--- config.mk ---
export PLATFORM = sky130hd
export DESIGN_NAME = snake_sprite_compositor
export DESIGN_NICKNAME = d
export VERILOG_FILES = /design/src/rtl/snake_sprite_compositor.sv
export SDC_FILE = /design/constraint.sdc
export NUM_CORES = 1
export LEC_CHECK = 0
export CAP_MARGIN = 5
export CORE_AREA = 2 2 181 183
export CTS_CLUSTER_SIZE = 40
export DETAILED_ROUTE_END_ITERATION = 10
export DIE_AREA = 0 0 183 185
export PLACE_DENSITY = 0.83
export SETUP_SLACK_MARGIN = 0.02
export SYNTH_ARGS = -nofsm -noshare
export SYNTH_HDL_FRONTEND = slang
export SYNTH_SLANG_ARGS = --single-unit
--- constraint.sdc ---
create_clock -name Clk -period 7.9 [get_ports Clk]
set_input_delay 2.37 -clock Clk [delete_from_list [all_inputs] [get_ports Clk]]
set_output_delay 2.37 -clock Clk [all_outputs]
set_load 0.01 [all_outputs]
--- src/rtl/snake_sprite_compositor.sv ---
// Snake game state and two-stage sprite compositor.
// Stage 1 finds the lowest-index segment under the current pixel and
// addresses the sprite ROM; stage 2 merges ROM data with the background
// through the colour key.
module snake_sprite_compositor #(
    parameter int          SPRITE_SIZE  = 24,
    parameter int          NUM_SEGMENTS = 8,
    parameter int          INIT_LEN     = 3,
    parameter int          START_X      = 320,
    parameter int          START_Y      = 240,
    parameter int          H_ACTIVE     = 640,
    parameter int          V_ACTIVE     = 480,
    parameter logic [11:0] KEY_RGB      = 12'hF0F,
    localparam int         AW = $clog2(SPRITE_SIZE * SPRITE_SIZE),
    localparam int         LW = $clog2(NUM_SEGMENTS + 1)
) (
    input  logic          Clk,
    input  logic          Reset,
    input  logic [7:0]    keycode,
    input  logic          move_tick,
    input  logic          grow,
    input  logic [9:0]    DrawX,
    input  logic [9:0]    DrawY,
    input  logic          blank,
    output logic [AW-1:0] spr_addr,
    output logic [1:0]    spr_sel,
    input  logic [11:0]   spr_rgb,
    input  logic [11:0]   bg_rgb,
    output logic [3:0]    red,
    output logic [3:0]    green,
    output logic [3:0]    blue,
    output logic [9:0]    head_x,
    output logic [9:0]    head_y,
    output logic [LW-1:0] length,
    output logic          self_hit
);

    typedef logic [9:0] coord_t;

    localparam logic signed [11:0] SS12  = 12'(SPRITE_SIZE);
    localparam logic signed [11:0] H12   = 12'(H_ACTIVE);
    localparam logic signed [11:0] V12   = 12'(V_ACTIVE);
    localparam logic signed [10:0] SS11  = 11'(SPRITE_SIZE);
    localparam logic signed [10:0] HALF11 = 11'(SPRITE_SIZE / 2);
    localparam logic [AW-1:0]      SS_A  = AW'(SPRITE_SIZE);
    localparam logic [LW-1:0]      NSEG  = LW'(NUM_SEGMENTS);
    localparam logic [LW-1:0]      ONE   = LW'(1);

    // Reset x position of segment i: trailing to the left of START_X, wrapped.
    function automatic coord_t init_x(int i);
        int v;
        v = (START_X - i * SPRITE_SIZE) % H_ACTIVE;
        if (v < 0) v = v + H_ACTIVE;
        return coord_t'(v);
    endfunction

    coord_t        seg_x [NUM_SEGMENTS];
    coord_t        seg_y [NUM_SEGMENTS];
    logic [1:0]    dir, pend_dir;
    logic          key_ok;
    logic [1:0]    key_dir;
    logic signed [11:0] nx, ny;
    coord_t        new_x, new_y;
    logic [LW-1:0] len_next;
    logic          collide;

    assign head_x   = seg_x[0];
    assign head_y   = seg_y[0];
    assign len_next = (grow && length < NSEG) ? length + ONE : length;

    // Map WASD scan codes onto the direction encoding shared with spr_sel.
    always_comb begin
        key_ok  = 1'b1;
        key_dir = 2'd3;
        case (keycode)
            8'h1A:   key_dir = 2'd0;
            8'h04:   key_dir = 2'd1;
            8'h16:   key_dir = 2'd2;
            8'h07:   key_dir = 2'd3;
            default: key_ok  = 1'b0;
        endcase
    end

    // Next head position one sprite step in pend_dir, wrapped into the playfield.
    always_comb begin
        nx = signed'({2'b00, seg_x[0]});
        ny = signed'({2'b00, seg_y[0]});
        case (pend_dir)
            2'd0:    ny = ny - SS12;
            2'd1:    nx = nx - SS12;
            2'd2:    ny = ny + SS12;
            default: nx = nx + SS12;
        endcase
        if (nx < 0)        nx = nx + H12;
        else if (nx >= H12) nx = nx - H12;
        if (ny < 0)        ny = ny + V12;
        else if (ny >= V12) ny = ny - V12;
        new_x = nx[9:0];
        new_y = ny[9:0];
    end

    // Post-move collision: new head against the shifted body (old seg[i-1]).
    always_comb begin
        collide = 1'b0;
        for (int i = 1; i < NUM_SEGMENTS; i++)
            if (LW'(i) < len_next && new_x == seg_x[i-1] && new_y == seg_y[i-1])
                collide = 1'b1;
    end

    // Snake state: direction latch, body shift on move, length, sticky collision.
    always_ff @(posedge Clk or posedge Reset) begin
        if (Reset) begin
            for (int i = 0; i < NUM_SEGMENTS; i++) begin
                seg_x[i] <= init_x(i);
                seg_y[i] <= coord_t'(START_Y);
            end
            dir      <= 2'd3;
            pend_dir <= 2'd3;
            length   <= LW'(INIT_LEN);
            self_hit <= 1'b0;
        end else begin
            // A straight reversal would fold the head into the neck, so drop it.
            if (key_ok && key_dir != (dir ^ 2'd2))
                pend_dir <= key_dir;
            if (move_tick) begin
                dir      <= pend_dir;
                seg_x[0] <= new_x;
                seg_y[0] <= new_y;
                for (int i = 1; i < NUM_SEGMENTS; i++) begin
                    seg_x[i] <= seg_x[i-1];
                    seg_y[i] <= seg_y[i-1];
                end
                if (collide) self_hit <= 1'b1;
            end
            length <= len_next;
        end
    end

    logic              hit_c;
    logic [AW-1:0]     addr_c;
    logic [1:0]        sel_c;
    logic signed [10:0] dxv, dyv;

    // Hit test over all active segments; walking high-to-low leaves the lowest hit.
    always_comb begin
        hit_c  = 1'b0;
        addr_c = '0;
        sel_c  = 2'd3;
        dxv    = '0;
        dyv    = '0;
        for (int i = NUM_SEGMENTS - 1; i >= 0; i--) begin
            dxv = signed'({1'b0, DrawX}) - signed'({1'b0, seg_x[i]}) + HALF11;
            dyv = signed'({1'b0, DrawY}) - signed'({1'b0, seg_y[i]}) + HALF11;
            if (LW'(i) < length && dxv >= 0 && dxv < SS11 && dyv >= 0 && dyv < SS11) begin
                hit_c  = 1'b1;
                addr_c = AW'(dyv) * SS_A + AW'(dxv);
                sel_c  = (i == 0) ? dir : 2'd3;
            end
        end
    end

    logic hit_q, blank_q;

    // Stage 1 registers: ROM address/select plus hit and blank delayed to meet ROM data.
    always_ff @(posedge Clk or posedge Reset) begin
        if (Reset) begin
            spr_addr <= '0;
            spr_sel  <= 2'd3;
            hit_q    <= 1'b0;
            blank_q  <= 1'b0;
        end else begin
            spr_addr <= addr_c;
            spr_sel  <= sel_c;
            hit_q    <= hit_c;
            blank_q  <= blank;
        end
    end

    // Stage 2: key out transparent sprite texels, black outside active video.
    always_ff @(posedge Clk or posedge Reset) begin
        if (Reset)
            {red, green, blue} <= 12'h000;
        else if (!blank_q)
            {red, green, blue} <= 12'h000;
        else if (hit_q && spr_rgb != KEY_RGB)
            {red, green, blue} <= spr_rgb;
        else
            {red, green, blue} <= bg_rgb;
    end

endmodule

# Word level (Yosys, flattened, before mapping)
# Index checks and enable logic that the tools add are counted.
[classes]
reduce_logical = 53
n_eq_ne = 22
mul = 8
bitwise = 1
order_cmp = 52
n_mux = 39
add_sub_neg = 49
[op_table]
columns = ["op", "count"]
rows = [
  ["adder 11 x 5 -> 11 bit (second input constant)", 16],
  [">= comparator 11 x 1 -> 1 bit (second input constant)", 16],
  ["less-than comparator 11 x 6 -> 1 bit (second input constant)", 16],
  ["subtractor 10 x 10 -> 11 bit", 16],
  ["== test 10 bit", 14],
  ["two-way mux 10 bit", 12],
  ["adder 10 bit", 8],
  ["multiplier 10 x 2 -> 7 bit (second input constant)", 8],
  ["logical AND 1 bit", 49],
  ["one-hot mux 12 bit (2 select lines)", 2],
  ["less-than comparator 3 x 4 -> 1 bit (first input constant)", 8],
  ["two-way mux 4 bit", 7],
  ["less-than comparator 12 x 1 -> 1 bit (second input constant)", 2],
  ["adder 10 x 5 -> 11 bit (second input constant)", 2],
  ["subtractor 10 x 5 -> 11 bit (second input constant)", 2],
  ["adder 10 bit (second input constant)", 2],
  ["subtractor 10 bit (second input constant)", 2],
  ["== test 8 x 3 -> 1 bit (second input constant)", 2],
  ["== test 8 x 5 -> 1 bit (second input constant)", 2],
  ["less-than comparator 2 x 4 -> 1 bit (first input constant)", 4],
  ["two-way mux 1 bit", 16],
  [">= comparator 12 x 10 -> 1 bit (second input constant)", 1],
  [">= comparator 12 x 11 -> 1 bit (second input constant)", 1],
  ["less-than comparator 1 x 4 -> 1 bit (first input constant)", 3],
  ["13 further kinds", 13],
]
[word_totals]
reg_bits = 195
elab_cells = 251

# Depth between registers and ports, before layout
[logic_depth]
word_depth = 17
mapped_depth = 23
depth_no_buf = 20

# Worst setup path before layout
# Ideal clock, no wire load.
[synth_path]
kind = "input port to flip-flop"
start = "input DrawY[1]"
end = "register spr_addr[3]"
setup_time_ns = 0.126
n_path_buf = 3
required_ns = 7.774
setup_slack_ns = 1.391
t_arrival_ns = 6.383
stages = 22
path_cell_list = "inv_1 ha_1 clkbuf_1 o21ba_2 clkbuf_1 nand2_1 a21o_1 a21oi_1 xor2_1 ha_1 a21bo_2 nor4_1 o2111ai_1 a2111o_1 nor3_1 and4b_1 buf_2 or3b_1 a21oi_1 a21o_1 mux2_1 a221o_1"
[synth_between]
elab_chain_len = 13
word_cells_on_any_way = 56
classes_between = "add/sub (16); order compare (16); mux (8); reduce/logical (16)"
[synth_lines]
columns = ["element", "line_no", "source"]
rows = [
  ["start: declaration", "23", "input logic [9:0] DrawY,"],
  ["subtractor 10 x 10 -> 11 bit", "153", "dyv = signed'({1'b0, DrawY}) - signed'({1'b0, seg_y[i]}) + HALF11;"],
  ["adder 11 x 5 -> 11 bit", "153", ""],
  [">= comparator 11 x 1 -> 1 bit", "154", "if (LW'(i) < length && dxv >= 0 && dxv < SS11 && dyv >= 0 && dyv < SS11) begin"],
  ["logical AND 1 bit (2 in series)", "154", ""],
  ["two-way mux 10 bit (7 in series)", "154", ""],
  ["two-way mux 10 bit (*)", "154", ""],
  ["net addr_c[3]", "140", "logic [AW-1:0] addr_c;"],
  ["end signal: assignment", "172", "spr_addr <= addr_c;"],
  ["end: declaration", "25", "output logic [AW-1:0] spr_addr,"],
]
# The timed path passes the listed nets; every way through them passes the cells marked *.
# A chain may end at the register's enable or synchronous reset.

# Final worst setup path
# Ends and elaborated chain as after synthesis.

==> reports/summary.txt <==
Status: finished, final reports clean
Final Slew Violations: 0
Die Footprint: 0.0339 mm2
Final wirelength: 57,000 um
Placement-stage cell area: 0.0199 mm2
Post-CTS Setup Bufs: 0
Relative slew slack: 0.218
WP data required: 8.24 ns
Clk_skew: 0.0158 ns
Yosys top cell area share: 0.210
Starting density of the core: 0.579
Cell row count: 66
Num CTS Buffers: 17
Fin crit period: 6.90 ns
Commonest cells in the netlist: 312 x ha_1, 203 x xnor2_1, 196 x inv_1, 182 x nand2_1, 144 x o21ai_0
Setup TNS: 0 ns
Resized cells post-CTS: 0
Area delta synth->final: 10.6%
Initial antenna violation count: 0
Prevailing post-synth register cell: dfrtp_1
Pre-CTS setup slack: 0.619 ns
Slowest stage delay, CP: 0.54 ns
Crit-path max FO: 15
GRT busiest layer: met2
Post-detail-place hpwl: 46,100 um
Total track usage: 0.338
Post-synth ARST share: 1.00
Final Cycle Share: 0.874
CTS H-tree depth: 4
Die Height: 185 um
TritonCTS clock tree: built
Met2 Use GR: 0.565
Port Buffer Count: 99
Remaining Overflow, GRT: 0
Final worst slack: 0.999 ns
Core area: 0.0320 mm2
Cell Area, Synth: 0.0185 mm2
Hold crit path type: flip-flop to flip-flop
# diodes: 0
Routed len/inst: 21.4 um
Reg clk slew, reported paths: 0.07 ns
Measured slew at the worst slew-check pin: 1.17 ns
Slowest CP cell: clkdlybuf4s50_1
Vias in the first global route: 16,100
Hold Fails Final Rpt: 0
Die Wd: 183 um
Initial drt markers: 1,307
Post-synthesis sequential area ratio: 0.203
Yosys reg bits: 147
Clock sinks: 147
Mapped Cells: 2,173
Mapped Avg Cell Area: 8.54 um2
Setup Viol. Count Final: 0
RD Place Congestion: 1.00
Number of flops mapped to enable cells by yosys: 0
Crit. End Element: flip-flop
Max Fclk: 0.145 GHz
Post-synthesis cell type with the largest combined area: ha_1
Via count: 16,600
Clock Root Buffer: clkbuf_16
Clk Latency, worst-skew pair: 0.46 ns
Crit path cell chain: clkdlybuf4s50_1 -> inv_1 -> ha_1 -> o21ba_2 -> nand2_1 -> a21o_1 -> a21oi_1 -> xor2_1 -> ha_1 -> a21bo_2 -> nor4_1 -> o2111ai_1 -> a2111o_1 -> nor3_1 -> and4b_1 -> buf_4 -> or3b_1 -> a21oi_1 -> a21o_1 -> mux2_1 -> a221o_1
Unique cell type count in the Yosys netlist: 100
RSZ-0062 raised after global routing: false
GR Util met3: 0.0511
Via-per-instance ratio: 6.23
Top-count cell post-synth: ha_1
Max Root-Sink Buffers: 2
Finished Cell Area: 0.0205 mm2
TritonRoute pass-1 iters: 6
Max-cap violations: 0
I/O pins: 106
Ys Warns: 0
Layout cells sized above 1: 0.0912
Nets: 2,624
Cts hold-fix bufs: 0
Setup crit start kind: primary input
First-pass GRT wire length: 87,700 um
Largest net degree at the start of global routing: 140
Routed Antenna Nets: 0
Critical path arrival: 7.24 ns
Critical path class: primary input to flip-flop
Drt drc: 0
Synth area leaders: ha_1 21%, dfrtp_1 11%, xnor2_1 9.6%
Met1 track demand over resource: 0.417
## area by class of cell
class / instances / area, um2
Multi-Input combinational cell: 1745 / 13600
Fill cell: 2698 / 11500
Sequential cell: 147 / 3760
Timing Repair Buffer: 132 / 1240
Inverter: 204 / 771
Tap cell: 408 / 510
Clock buffer: 18 / 439
Clock inverter: 14 / 166
## registers in the layout, summed over array words and instances (netlist names)
register  flops
blank_q       1
blue          4
dir           2
green         4
head_x        7
head_y        7
hit_q         1
length        4
pend_dir      2
red           4
seg_x        49
seg_y        49
self_hit      1
spr_addr     10
spr_sel       2
## logic make-up (layout without fill, tap and decap cells)
| group | Yosys count | in the layout | share of synthesized area |
|---|---|---|---|
| xor gates and xnor gates | 276 | 276 | 0.137 |
| buffers and inverters | 286 | 368 | 0.0641 |
| adders and majority gates | 320 | 320 | 0.219 |
| and+or+nand+nor | 549 | 549 | 0.156 |
| AOI/OAI and AO/OA | 539 | 539 | 0.190 |
| other | 1 | 6 | 0.000202 |
| muxes | 55 | 55 | 0.0314 |
| DFF | 147 | 147 | 0.203 |
## final timing paths
kind	endpoint	slack, ns	cells after the start	from
worst max-delay path	spr_addr[3]	1.0	21	DrawY[1]
worst min-delay path	seg_y[27]	0.49	2	seg_y[37]
worst max register to register	spr_addr[8]	3.07	16	head_y[4]
worst min register to register	seg_y[27]	0.49	2	seg_y[37]
max in group asynchronous	seg_x[64]	4.17	3	Reset
min in group asynchronous	seg_x[25]	2.49	2	Reset
## routing by layer
layer | wire length [um] | part of all wire | up-vias
li1 | - | - | 7854
met1 | 23000 | 0.40 | 7937
met2 | 26900 | 0.47 | 673
met3 | 3850 | 0.068 | 158
met4 | 3320 | 0.058 | 0
met5 | 0 | 0 | -
## worst max-delay path, delay by kind of cell
| family | cells | cell delay (ns) |
|---|---|---|
| buffers and inverters | 3 | 0.84 |
| muxes | 1 | 0.31 |
| xor gates and xnor gates | 1 | 0.21 |
| and+or+nand+nor | 5 | 0.89 |
| adders and majority gates | 2 | 0.63 |
| AOI/OAI and AO/OA | 9 | 1.97 |
## through the flow
step	hold slack, ns	util	instances
global route	0.515	0.640	2668
finish	0.485	0.640	2668
global placement	0.463	0.621	2636
CTS	0.489	0.640	2668
floorplan	0.450	-	2178
detailed placement	0.473	0.621	2636
## placed cells by master (no fill, tap or decap), types with 35 or more instances in the layout
cell	synthesis	final
nor2_1	101	101
clkdlybuf4s50_1	0	98
dfrtp_1	83	83
ha_1	312	312
a21oi_1	132	132
o21bai_1	35	35
dfstp_2	64	64
xor2_1	64	64
nand2_1	182	182
a21o_1	51	51
inv_1	196	195
xnor2_1	203	203
o21ai_0	144	144
Power is not shown: default switching activity piles up to over one toggle a cycle in this logic, so the estimate is an artifact.
==> patch 1, RTL diff (config.mk and constraints unchanged) <==
Change the parameter `V_ACTIVE` from 480 to 240.
--- a/src/rtl/snake_sprite_compositor.sv
+++ b/src/rtl/snake_sprite_compositor.sv
@@ -9,7 +9,7 @@
     parameter int          START_X      = 320,
     parameter int          START_Y      = 240,
     parameter int          H_ACTIVE     = 640,
-    parameter int          V_ACTIVE     = 480,
+    parameter int          V_ACTIVE     = 240,
     parameter logic [11:0] KEY_RGB      = 12'hF0F,
     localparam int         AW = $clog2(SPRITE_SIZE * SPRITE_SIZE),
     localparam int         LW = $clog2(NUM_SEGMENTS + 1)
Formal check against the unedited RTL: not equivalent (a bounded check fails within 4 cycles, from zero or initial values and one cycle with Reset high).
==> patch 1 against the original RTL <==
  * Wire length rose by 8.0%
  * Setup slack got worse by 0.13 ns
  * Final area increased by 0.71%
  * Area after synthesis rose by 1.2%
  * Sequential share of layout area is 0.13 points lower
  * Sequential cell count is the same
Power is not shown: default switching activity piles up to over one toggle a cycle in this logic, so the estimate is an artifact.
==> patch 1: results (changes against the original RTL) <==
[timing]
skew_ns=0.0120  ; -0.00386 ns
max_slew.worst_pin.slew_ns=1.26  ; +0.0897 ns

[place]
portBuffers=99  ; unchanged
dp_hpwl_um=49400  ; +7.1%
gp_congestion=0.982  ; -1.8%

[synth]
ys_types=90  ; -10%
synthTopCellsByArea=ha_1, dfrtp_1, dfstp_2, xnor2_1, o21ai_0
yosysSeqAreaShare_pct=20.0  ; -0.25 points
synth_top_cells_by_count=ha_1, inv_1, nand2_1, xnor2_1, o21ai_0

[grt]
use_met1_pct=46.3  ; +4.6 points
grt_use_total_pct=36.6  ; +2.8 points
use_met2_pct=58.0  ; +1.5 points
grt_pass1_vias=17100  ; +6.2%
grt_util_met3_pct=7.37  ; +2.3 points
grt_max_degree=126  ; -10%
antenna_found_initial=2  ; +2
grt_pass1_wl_um=94500  ; +7.8%

[run_status]
outcome=finished, final reports clean

[routing]
wl_met2_um=27500  ; +2.1%
vias=17600  ; +5.8%
firstDrtPassIters=6  ; unchanged
dr.first_iter.drc_count=1760  ; +35%
wl_met3_um=5520  ; +43%
drt-met1-wl_um=24700  ; +7.4%
finalWirelength_um=61600  ; +8.0%

[critical_path]
crit_fanout=14  ; -1
slowest_delay_ns=0.61  ; +0.07 ns

[cells_and_area]
final_layout_size_suffix_gt1_share_pct=7.90  ; -1.2 points
multi_input_cells=1855  ; +6.3%
seqAreaFraction_pct=18.2  ; -0.13 points
final-clk-cell-share_pct=2.99  ; +0.034 points
nNonClkBuffers=122  ; -7.6%
final-nonclk-buf-share_pct=5.64  ; -0.41 points
fillCellCount=2713  ; +0.56%
fin_nets=2718  ; +3.6%
inverters=198  ; -2.9%

[cts]
cts_buffers=17  ; unchanged

patch 1: metrics by stage:
stage | setup WS, ns | cells | instance area [um2]
6_report | 0.866 | 2762 | 20700
5_1_grt | 0.571 | 2762 | 20700
4_1_cts | 0.944 | 2762 | 20700
3_5_place_dp | 0.503 | 2730 | 20000
3_3_place_gp | 0.707 | 2730 | 20000
2_1_floorplan | 1.68 | 2292 | 18800
patch 1: kinds of logic after synthesis:
group / after synthesis / share of synthesized area (%)
AO/OA/AOI/OAI: 605 / 20.8
XOR/XNOR: 244 / 11.5
adder cells (fa/ha/maj): 320 / 21.6
buffers and inverters: 290 / 6.40
flip-flops: 147 / 20.0
multiplexers: 44 / 2.60
other: 1 / 0.0200
AND/OR/NAND/NOR: 636 / 17.0
patch 1: path summary, 6_finish.rpt:
| path | slack [ns] | to | from | cells past startpoint |
|---|---|---|---|---|
| setup / recovery | 0.87 | spr_addr[8]$_DFF_PP0_ | DrawY[1] | 19 |
| hold / removal | 0.49 | seg_x[15]$_DFFE_PP1P_ | seg_x[25]$_DFFE_PP0P_ | 2 |
| setup reg to reg | 2.90 | self_hit$_DFFE_PP0P_ | head_y[4]$_DFFE_PP1P_ | 13 |
| hold reg to reg | 0.49 | seg_x[15]$_DFFE_PP1P_ | seg_x[25]$_DFFE_PP0P_ | 2 |
| max in group asynchronous | 4.09 | seg_y[43]$_DFFE_PP0P_ | Reset | 3 |
| min in group asynchronous | 2.43 | seg_y[8]$_DFFE_PP0P_ | Reset | 2 |
patch 1: critical path: cells and delay by family:
kind	cells	cell delay [ns]
buffers and inverters	2	0.75
multiplexers	2	0.58
AO/OA/AOI/OAI	8	1.55
AND/OR/NAND/NOR	5	1.47
adder cells (fa/ha/maj)	2	0.62
==> patch 2, RTL diff (same flow settings) <==
Made on the original files. `spr_addr` no longer has a reset.
--- a/src/rtl/snake_sprite_compositor.sv
+++ b/src/rtl/snake_sprite_compositor.sv
@@ -164,16 +164,18 @@
     // Stage 1 registers: ROM address/select plus hit and blank delayed to meet ROM data.
     always_ff @(posedge Clk or posedge Reset) begin
         if (Reset) begin
-            spr_addr <= '0;
             spr_sel  <= 2'd3;
             hit_q    <= 1'b0;
             blank_q  <= 1'b0;
         end else begin
-            spr_addr <= addr_c;
             spr_sel  <= sel_c;
             hit_q    <= hit_c;
             blank_q  <= blank;
         end
+    end
+
+    always_ff @(posedge Clk) begin
+        spr_addr <= addr_c;
     end
 
     // Stage 2: key out transparent sprite texels, black outside active video.
Function: changed (a bounded check fails within 4 cycles, from zero or initial values and one cycle with Reset high).
==> patch 2 against the original RTL <==
  * Area after synthesis is 0.62% lower
  * Die area did not move
  * Register-to-register slack worse by 0.30 ns
  * Setup slack got worse by 0.035 ns
  * Wire length grew 1.3%
  * Global-route usage grew 0.34 points
  * Sequential cell count did not move
  * Count of clock-buffer cells in the layout rose by 1
  * Critical endpoint is now spr_addr[0]$_DFF_P_
  * Final area shrank 1.3%
  * Final cell count up 1.1%
Power is not shown: default switching activity piles up to over one toggle a cycle in this logic, so the estimate is an artifact.
==> patch 2: results (changes against the original RTL) <==
[cells_and_area]
fillCellCount=2761  ; +2.3%
fin_nets=2653  ; +1.1%
final_layout_size_suffix_gt1_share_pct=7.78  ; -1.3 points
insertedDiodeCount=0  ; unchanged
reg.largest.list=seg_x: 49 flops, seg_y: 49 flops, spr_addr: 10 flops

[timing]
slew_headroom_pct=20.9  ; -0.88 points
skew_ns=0.0270  ; +0.0112 ns
hold_ws_ns=0.476  ; -0.00887 ns

[cts]
post-cts-setup-buffers=0  ; unchanged
root_buffer=clkbuf_16
clockBufferDepth=2  ; unchanged
cts_buffers=17  ; unchanged
clk_pin_slew_ns=0.09  ; +0.02 ns
clock_latency_ns=0.47
cts_resized=0  ; unchanged
htree_levels=4  ; unchanged

[critical_path]
r2r_slack_ns=2.77  ; -0.30 ns
r2r_end=self_hit$_DFFE_PP0P_
r2r_cells=15  ; -1
slowest_delay_ns=0.60  ; +0.06 ns
crit_slowest_cell=clkdlybuf4s50_1
r2r_start=head_y[4]$_DFFE_PP1P_
crit_fanout=15  ; unchanged
crit_arrival_ns=7.35  ; +0.11 ns

[synth]
yosys_warnings=0  ; unchanged
synthTopCellsByArea=ha_1, xnor2_1, dfrtp_1, dfstp_2, inv_1
async_reset_ff_share_pct=93.2  ; -6.8 points
yosysSeqAreaShare_pct=20.1  ; -0.14 points
ys_types=104  ; +4.0%
synthFlopType=dfrtp_1
synth_top_cells_by_count=ha_1, inv_1, xnor2_1, nand2_1, o21ai_0

[min_path]
hp-class=reg -> reg
hold_end=self_hit$_DFFE_PP0P_
hold_start=self_hit$_DFFE_PP0P_
whs_path_depth=1  ; -1

[routing]
dr.first_iter.drc_count=1391  ; +6.4%
wl_per_cell_um=21.4  ; +0.20%
viasPerCell=6.28  ; +0.78%
firstDrtPassIters=7  ; +1

[place]
portBuffers=99  ; unchanged
dpl_worst_slack_ns=0.616  ; -0.00383 ns
gp_congestion=0.988  ; -1.2%
dp_hpwl_um=45800  ; -0.66%

[grt]
grt_max_degree=162  ; +16%
grt_pass1_wl_um=88800  ; +1.3%
grt_use_total_pct=34.1  ; +0.34 points
antenna_found_initial=0  ; unchanged
grt_pass1_vias=16400  ; +1.6%

[run_status]
outcome=finished, final reports clean

[patch 2: cell count changes after synthesis, sizes merged, moves of 12 or more]
cell	unedited run	this run
a21o	51	31
o21ai	153	176
a21boi	13	32
a21oi	135	151
inv	202	222
o21a	13	25
[patch 2: kinds of logic after synthesis]
family / after synthesis / synth area share [%]
XOR/XNOR: 273 / 13.1
AO/OA/AOI/OAI: 569 / 19.7
adder cells (fa/ha/maj): 320 / 22.0
flip-flops: 147 / 20.1
multiplexers: 41 / 2.39
AND/OR/NAND/NOR: 564 / 15.8
other: 1 / 0.0203
buffers and inverters: 310 / 6.94
[patch 2: metal layers]
metal	GRT usage, %	share of wire [%]	up-vias
met4	16.7	4.9	0
met5	0	0	-
li1	-	-	7916
met3	6.37	7.9	174
met2	58.0	47	776
met1	41.7	40	8068
[patch 2: layout make-up]
type / instances / area (um2) / share of cell area [%]
Sequential cell: 147 / 3710 / 18.3
Multi-Input combinational cell: 1773 / 13500 / 66.5
Clock inverter: 13 / 173 / 0.853
Clock buffer: 19 / 433 / 2.14
Tap cell: 408 / 510 / 2.52
Inverter: 223 / 842 / 4.16
Timing Repair Buffer: 114 / 1100 / 5.46
[patch 2: worst max-delay path by stage]
stage                         from             endpoint  slack (ns)  depth (start not counted)
after floorplan           DrawY[3]  spr_addr[7]$_DFF_P_        1.85                         20
after global placement    DrawY[4]  spr_addr[9]$_DFF_P_        0.79                         20
after detailed placement  DrawY[1]  spr_addr[2]$_DFF_P_        0.62                         20
after CTS                 DrawY[1]  spr_addr[2]$_DFF_P_        1.09                         20
after global routing      DrawY[1]  spr_addr[0]$_DFF_P_        0.58                         20
final                     DrawY[1]  spr_addr[0]$_DFF_P_        0.96                         20
[patch 2: critical path: cells and delay by family]
kind | cells | cell delay, ns
adder cells (fa/ha/maj) | 2 | 0.61
buffers and inverters | 2 | 0.74
AO/OA/AOI/OAI | 7 | 1.41
AND/OR/NAND/NOR | 9 | 2.20
[patch 2: per-stage QoR]
step / cells / utilization, % / cell area (um2)
global placement: 2665 / 61.3 / 19600
finish: 2697 / 63.2 / 20200
floorplan: 2230 / - / 18500
global route: 2697 / 63.2 / 20200
CTS: 2697 / 63.2 / 20200
detailed placement: 2665 / 61.3 / 19600
